**config.mk**
```make
export PLATFORM = sky130hd
export DESIGN_NAME = gpio_port
export DESIGN_NICKNAME = d
export VERILOG_FILES = /design/src/rtl/gpio_port.sv
export SDC_FILE = /design/constraint.sdc
export NUM_CORES = 1
export LEC_CHECK = 0
export ABC_AREA = 1
export CAP_MARGIN = 25
export CORE_MARGIN = 8
export CORE_UTILIZATION = 34
export DETAILED_ROUTE_END_ITERATION = 10
export GPL_ROUTABILITY_DRIVEN = 0
export SYNTH_ARGS = -nofsm -noshare
export SYNTH_HDL_FRONTEND = slang
export SYNTH_SLANG_ARGS = --single-unit
```
**constraint.sdc**
```tcl
create_clock -name clk -period 7.36 [get_ports clk]
set_clock_uncertainty 0.1 [all_clocks]
set_input_delay 1.84 -clock clk [delete_from_list [all_inputs] [get_ports clk]]
set_output_delay 1.84 -clock clk [all_outputs]
set_load 0.02 [all_outputs]
```
**src/rtl/gpio_port.sv**
```systemverilog
`default_nettype none
// ============================================================================
// Module   : gpio_port
// Summary  : Bus-addressable GPIO block. Inputs are synchronised, debounced and
//            edge-detected into a W1C status register with a level irq. Outputs
//            come from a register that supports atomic set and clear.
// Revision : 1.0
// ============================================================================
module gpio_port #(
    parameter int               N_IN            = 13,
    parameter int               N_OUT           = 8,
    parameter int               SYNC_STAGES     = 2,
    parameter int               DEBOUNCE_CYCLES = 16,
    parameter logic [N_OUT-1:0] OUT_INIT        = '0
) (
    input  logic             clk,
    input  logic             rst,
    input  logic [4:0]       addr,
    input  logic             we,
    input  logic             re,
    input  logic [31:0]      wdata,
    output logic [31:0]      rdata,
    input  logic [N_IN-1:0]  gpio_pin_in,
    output logic [N_OUT-1:0] gpio_pin_out,
    output logic             irq
);

    localparam int c_CNT_W = (DEBOUNCE_CYCLES > 1) ? $clog2(DEBOUNCE_CYCLES) : 1;
    localparam logic [c_CNT_W-1:0] c_CNT_MAX = c_CNT_W'(DEBOUNCE_CYCLES - 1);

    localparam logic [2:0] c_A_DIN     = 3'd0;
    localparam logic [2:0] c_A_DOUT    = 3'd1;
    localparam logic [2:0] c_A_SET     = 3'd2;
    localparam logic [2:0] c_A_CLR     = 3'd3;
    localparam logic [2:0] c_A_RISE_EN = 3'd4;
    localparam logic [2:0] c_A_FALL_EN = 3'd5;
    localparam logic [2:0] c_A_STATUS  = 3'd6;

    logic [2:0]       w_idx;
    logic [N_IN-1:0]  w_stable;
    logic [N_IN-1:0]  r_stable_d;
    logic [N_IN-1:0]  r_rise_en;
    logic [N_IN-1:0]  r_fall_en;
    logic [N_IN-1:0]  r_status;
    logic [N_IN-1:0]  w_evt;
    logic [N_IN-1:0]  w_clr;
    logic [N_OUT-1:0] r_dout;
    logic [N_OUT-1:0] w_dout_nxt;
    logic [31:0]      w_rdata;
    logic             w_unused;

    assign w_idx    = addr[4:2];
    assign w_unused = &{1'b0, addr[1:0], wdata};

    // Per-pin synchroniser and debouncer; the stable bit only moves after the
    // synchronised value has disagreed with it for DEBOUNCE_CYCLES edges.
    for (genvar i = 0; i < N_IN; i++) begin : g_in
        logic [SYNC_STAGES-1:0] r_sync;
        logic [c_CNT_W-1:0]     r_cnt;
        logic                   r_stable;

        always_ff @(posedge clk or posedge rst) begin
            if (rst) begin
                r_sync   <= '0;
                r_cnt    <= '0;
                r_stable <= 1'b0;
            end else begin
                r_sync <= {r_sync[SYNC_STAGES-2:0], gpio_pin_in[i]};
                if (r_sync[SYNC_STAGES-1] == r_stable) begin
                    r_cnt <= '0;
                end else if (r_cnt == c_CNT_MAX) begin
                    r_stable <= r_sync[SYNC_STAGES-1];
                    r_cnt    <= '0;
                end else begin
                    r_cnt <= r_cnt + c_CNT_W'(1);
                end
            end
        end

        assign w_stable[i] = r_stable;
    end

    assign w_evt = (w_stable & ~r_stable_d & r_rise_en) |
                   (~w_stable & r_stable_d & r_fall_en);
    assign w_clr = (we && (w_idx == c_A_STATUS)) ? wdata[N_IN-1:0] : '0;

    always_comb begin
        w_dout_nxt = r_dout;
        if (we) begin
            case (w_idx)
                c_A_DOUT: w_dout_nxt = wdata[N_OUT-1:0];
                c_A_SET:  w_dout_nxt = r_dout | wdata[N_OUT-1:0];
                c_A_CLR:  w_dout_nxt = r_dout & ~wdata[N_OUT-1:0];
                default:  w_dout_nxt = r_dout;
            endcase
        end
    end

    always_comb begin
        w_rdata = '0;
        case (w_idx)
            c_A_DIN:     w_rdata = 32'(w_stable);
            c_A_DOUT:    w_rdata = 32'(r_dout);
            c_A_RISE_EN: w_rdata = 32'(r_rise_en);
            c_A_FALL_EN: w_rdata = 32'(r_fall_en);
            c_A_STATUS:  w_rdata = 32'(r_status);
            default:     w_rdata = '0;
        endcase
    end

    always_ff @(posedge clk or posedge rst) begin
        if (rst) begin
            r_dout     <= OUT_INIT;
            r_rise_en  <= '0;
            r_fall_en  <= '0;
            r_status   <= '0;
            r_stable_d <= '0;
            rdata      <= '0;
            irq        <= 1'b0;
        end else begin
            r_dout     <= w_dout_nxt;
            r_stable_d <= w_stable;
            // A new event beats a simultaneous W1C of the same bit.
            r_status   <= (r_status & ~w_clr) | w_evt;
            irq        <= |r_status;
            if (we && (w_idx == c_A_RISE_EN)) r_rise_en <= wdata[N_IN-1:0];
            if (we && (w_idx == c_A_FALL_EN)) r_fall_en <= wdata[N_IN-1:0];
            if (re) rdata <= w_rdata;
        end
    end

    assign gpio_pin_out = r_dout;

endmodule
`default_nettype wire

```
### Yosys cells after proc, flatten, opt, wreduce, memory -nomap -nowiden

Cells that the tools add are included.

| storage, ports and cells | value |
|---|---|
| output and inout port bits | 41 |
| word-level logic and storage cells | 166 |
| bits in registers | 184 |

| operators by class | value |
|---|---|
| reductions and logical operators | 20 |
| multiplexer cells | 29 |
| bitwise operators | 26 |
| eq/ne operators | 32 |
| $add $sub $neg | 13 |

Operators with widths:

| operator | count |
|---|---|
| 4-bit 2-to-1 mux | 26 |
| 13-bit bitwise AND | 5 |
| 13-bit one-hot mux with 5 select lines | 1 |
| 4-bit by 1-bit adder with 4-bit output (second input constant) | 13 |
| 4-bit equality test (second input constant) | 13 |
| 13-bit NOT | 3 |
| 2-bit AND reduction | 14 |
| 13-bit bitwise OR | 2 |
| 8-bit one-hot mux with 3 select lines | 1 |
| 1-bit equality test | 13 |
| 13-bit 2-to-1 mux | 1 |
| 1-bit NOT | 13 |
| 13-bit OR reduction | 1 |
| 3-bit equality test (second input constant) | 3 |
| 8-bit bitwise AND | 1 |
| 8-bit NOT | 1 |
| 8-bit bitwise OR | 1 |
| 3-bit by 2-bit equality test with 1-bit output (second input constant) | 2 |
| 3-bit by 1-bit equality test with 1-bit output (second input constant) | 1 |
| 1-bit logical AND | 3 |
| 3-bit logical NOT | 1 |
| 3-bit nonzero test | 1 |

### Logic depth before layout (Yosys ltp)

| depth | value |
|---|---|
| word-level depth | 6 |
| gate-level depth with buffers | 10 |
| mapped depth without buffers | 8 |

### Least setup slack after synthesis

OpenSTA, ideal clock, no wires.

| path | value |
|---|---|
| path kind | in2reg |
| start | input port addr[2] |
| end | register r_rise_en[4] |
| cell stages on the path | 8 |
| path slack | 4576 ps |
| required time | 7139 ps |
| arrival | 2562 ps |
| cell sequence | buf_6 inv_6 nand2_4 nor2_8 nand2_4 buf_6 nand2_1 o21ai_2 |

| on the way | value |
|---|---|
| longest elaborated chain between the ends | 2 |

RTL lines:

| what | line | RTL |
|---|---|---|
| start, declared | 18 | `input logic [4:0] addr,` |
| 3-bit equality test | 126 | `if (we && (w_idx == c_A_RISE_EN)) r_rise_en <= wdata[N_IN-1:0];` |
| 1-bit logical AND | 126 |  |
| end signal, assigned | 126 |  |
| end, declared | 42 | `logic [N_IN-1:0] r_rise_en;` |

Every way passes these cells.
A chain may end at the register's enable or synchronous reset.

### Final worst setup path

| path | value |
|---|---|
| start | input port addr[4] |
| end | register r_status[1] |

| on the way | value |
|---|---|
| longest elaborated chain between the ends | 6 |

RTL lines:

| what | line | RTL |
|---|---|---|
| 3-bit equality test | 85 | `assign w_clr = (we && (w_idx == c_A_STATUS)) ? wdata[N_IN-1:0] : '0;` |
| 1-bit logical AND | 85 |  |
| 13-bit 2-to-1 mux | 85 |  |
| 13-bit NOT | 124 | `r_status <= (r_status & ~w_clr) \| w_evt;` |
| 13-bit bitwise AND | 124 |  |
| 13-bit bitwise OR | 124 |  |
| end signal, assigned | 124 |  |
| end, declared | 44 | `logic [N_IN-1:0] r_status;` |

Every way passes these cells.

==> run metrics <==
Met2 Routed Length 7340 um; clock latency on the worst-skew pair 430 ps; CP Cell Sequence clkdlybuf4s50_1, buf_4, inv_6, nor2_4, nand3_2, o21ai_0, o211ai_1; # nets final 834; Period Utilization, post-route 0.521; crit path buf inv count 3; TritonCTS clock tree yes; drt first-iter violations 323; total half-perimeter wirelength after legalization and detailed placement 10,000 um; top-level port count 95; leading cell type in the layout, fill and taps excluded sky130_fd_sc_hd__dfrtp_1; growth of design area from synthesis to finish 17.2%; critical path capture point type flop; post-CTS resize count 0; CP Max Fanout 27; Internal 1570 uW; antenna diode count 0; CTS buffer count 17; sequential share of the synthesized area 0.572; Reg clk slew, reported paths 60 ps; average wire length per cell after detail routing 14.2 um; cell area power density 255 mW/mm2; distinct cell type count of the synthesized netlist 32; number of antenna violations at the first check in global routing 0; number of vias per cell after detailed routing 4.57; slew at the pin with the worst max-slew slack 723 ps; Die H 162 um; Num Clock Sinks 165; largest net degree at the start of global routing 66; first-pass GRT wire length 25,400 um; highest attainable clock frequency 261 MHz; fraction of layout cells with a size suffix above 1 0.110; total global routing track utilization 0.123; Detail Route Antenna Nets 0; Arr. time, crit path 4020 ps; number of global-route vias before repair 4,935; drc violations 0; CP delay by family, top buffers and inverters; required time at the endpoint of the critical path 7550 ps; final total negative setup slack 0 ps; # rows 53; flip-flop and latch count after synthesis 165; count of buffers inserted at the top-level ports 54; sequential fraction of design power 0.488; root buf cell sky130_fd_sc_hd__clkbuf_16; final critical path time including I/O delays and setup 3830 ps; first-pass iteration count of the detailed router 5; dpl cell area 0.00791 mm2; count of hold-fix buffers inserted at cts 0; count of mapped cells out of synthesis 710; Initial Util 0.345; critical path launch point type input port; die footprint 0.0262 mm2; standard cell core area 0.0210 mm2; setup bufs post-CTS 0; slowest CP cell sky130_fd_sc_hd__clkdlybuf4s50_1; result of the run finished clean; Clock H-tree levels 4; wire length reported by the detailed router 15,000 um; DRT met1 WL 6830 um; Bufs on Longest Clock Path 2; most frequent cells in the layout sky130_fd_sc_hd__dfrtp_1, sky130_fd_sc_hd__nand2_1, sky130_fd_sc_hd__nand3_1; unrepaired setup endpoints after global routing no; share of total power in the clock network 0.389; Post-Synthesis Cell Area 0.00722 mm2; share of the core filled with cells 0.404; met3 routed WL 745 um; worst-case headroom to the max-slew limit 0.518; synthesized area per cell 10.2 um2; uppermost layer routed met4; cell area after layout 0.00846 mm2; switching power total 590 uW; maximum ir drop on the vdd rail 131 uV; proportion of power drawn by combinational gates 0.123; switching fraction of total power 0.273; Slew Limit Fails 0; die boundary width 162 um; endpoints failing setup 0; Worst Path Class, Setup input port to flop; Overflow after GRT 0; Synth Warn # 0; hold violation count in the final report 0; Static Leak 0.00400 uW; max-cap viol count 0; delay contributed by the slowest stage of the critical path 450 ps; class of the most critical hold timing path flop to flop; via count 4,824
cell families (layout without fill, tap and decap cells):
logic type / count (synthesis) / after routing / synth area share
AND/OR/NAND/NOR: 303 / 303 / 0.195
flip-flops: 165 / 165 / 0.572
buffers and inverters: 96 / 148 / 0.0738
AO/OA/AOI/OAI: 86 / 86 / 0.0783
multiplexers: 7 / 7 / 0.0109
adder cells (fa/ha/maj): 13 / 13 / 0.0225
other: 1 / 19 / 0.000519
XOR/XNOR: 39 / 39 / 0.0473
synth_stat cells:
master | n | area (um2)
sky130_fd_sc_hd__dfrtp_1 | 165 | 4130
sky130_fd_sc_hd__nand2_1 | 122 | 458
sky130_fd_sc_hd__nand3_1 | 83 | 415
sky130_fd_sc_hd__nor2_1 | 68 | 255
sky130_fd_sc_hd__inv_1 | 55 | 206
sky130_fd_sc_hd__o21ai_2 | 26 | 228
sky130_fd_sc_hd__xnor2_1 | 26 | 228
sky130_fd_sc_hd__buf_4 | 23 | 173
sky130_fd_sc_hd__o21ai_0 | 22 | 110
sky130_fd_sc_hd__o21ai_1 | 17 | 85.1
sky130_fd_sc_hd__o211ai_1 | 15 | 113
sky130_fd_sc_hd__ha_1 | 13 | 163
sky130_fd_sc_hd__xor2_1 | 13 | 114
sky130_fd_sc_hd__buf_6 | 9 | 101
sky130_fd_sc_hd__mux2_2 | 7 | 78.8
sky130_fd_sc_hd__a21oi_1 | 6 | 30.0
sky130_fd_sc_hd__nand3b_1 | 6 | 45.0
sky130_fd_sc_hd__nand4_1 | 6 | 37.5
sky130_fd_sc_hd__buf_2 | 5 | 25.0
sky130_fd_sc_hd__nor3_2 | 5 | 50.1
sky130_fd_sc_hd__nor2_4 | 3 | 33.8
sky130_fd_sc_hd__inv_6 | 2 | 17.5
sky130_fd_sc_hd__nand2_4 | 2 | 22.5
sky130_fd_sc_hd__nor2_8 | 2 | 40.0
sky130_fd_sc_hd__nor3_1 | 2 | 10.0
sky130_fd_sc_hd__clkbuf_1 | 1 | 3.75
sky130_fd_sc_hd__conb_1 | 1 | 3.75
sky130_fd_sc_hd__inv_4 | 1 | 6.26
sky130_fd_sc_hd__nand2_2 | 1 | 6.26
sky130_fd_sc_hd__nand3_2 | 1 | 10.0
sky130_fd_sc_hd__nand3_4 | 1 | 17.5
sky130_fd_sc_hd__nor4_1 | 1 | 6.26
area by class of cell:
| type | instances | area [um2] |
|---|---|---|
| clock buffers | 19 | 433 |
| clock inverters | 13 | 124 |
| fillers | 2087 | 12500 |
| inverters | 58 | 235 |
| multi-input cells | 467 | 2630 |
| flip-flops and latches | 165 | 4130 |
| well taps | 275 | 344 |
| repair buffers | 58 | 571 |
worst paths after layout:
kind                                           endpoint                        start  slack (ps)  cells past startpoint
max                               r_status[1]$_DFF_PP0_                      addr[4]        3530                      7
min                         g_in[1].r_sync[1]$_DFF_PP0_  g_in[1].r_sync[0]$_DFF_PP0_         250                      0
max reg2reg                g_in[3].r_stable$_DFFE_PP0P_   g_in[3].r_cnt[0]$_DFF_PP0_        6070                      3
min reg2reg                 g_in[1].r_sync[1]$_DFF_PP0_  g_in[1].r_sync[0]$_DFF_PP0_         250                      0
max in group asynchronous   g_in[12].r_cnt[2]$_DFF_PP0_                          rst        4240                      3
min in group asynchronous    g_in[6].r_cnt[2]$_DFF_PP0_                          rst        1770                      2
registers in the layout, summed over array words and instances (netlist names):
register	cells
r_status	13
g_in.r_stable	13
r_fall_en	13
g_in.r_sync	26
r_rise_en	13
r_stable_d	13
gpio_pin_out	8
rdata	13
g_in.r_cnt	52
irq	1
layer usage:
layer / vias to the layer above / track usage
li1: 2406 / -
met2: 91 / 0.198
met1: 2321 / 0.155
met3: 6 / 0.0392
met5: - / 0
met4: 0 / 0.0332
stage by stage:
step / total power (uW) / setup slack (ps) / instances / hold WS, ps
finish: 2160 / 3530 / 1055 / 248
global route: 2270 / 3440 / 1055 / 251
CTS: 2190 / 3590 / 1055 / 250
detailed placement: 1340 / 3150 / 1023 / 235
global placement: 1340 / 3160 / 1023 / 232
floorplan: 1240 / 958 / 728 / 231
power by group through the flow:
stage	Clock [uW]	Sequential, uW	Combinational (uW)
5_1_grt	906	1070	299
2_1_floorplan	0	1070	169
4_1_cts	863	1060	270
3_3_place_gp	0	1070	266
3_5_place_dp	0	1070	269
6_report	839	1050	266
(Power assumes the default switching activity.)
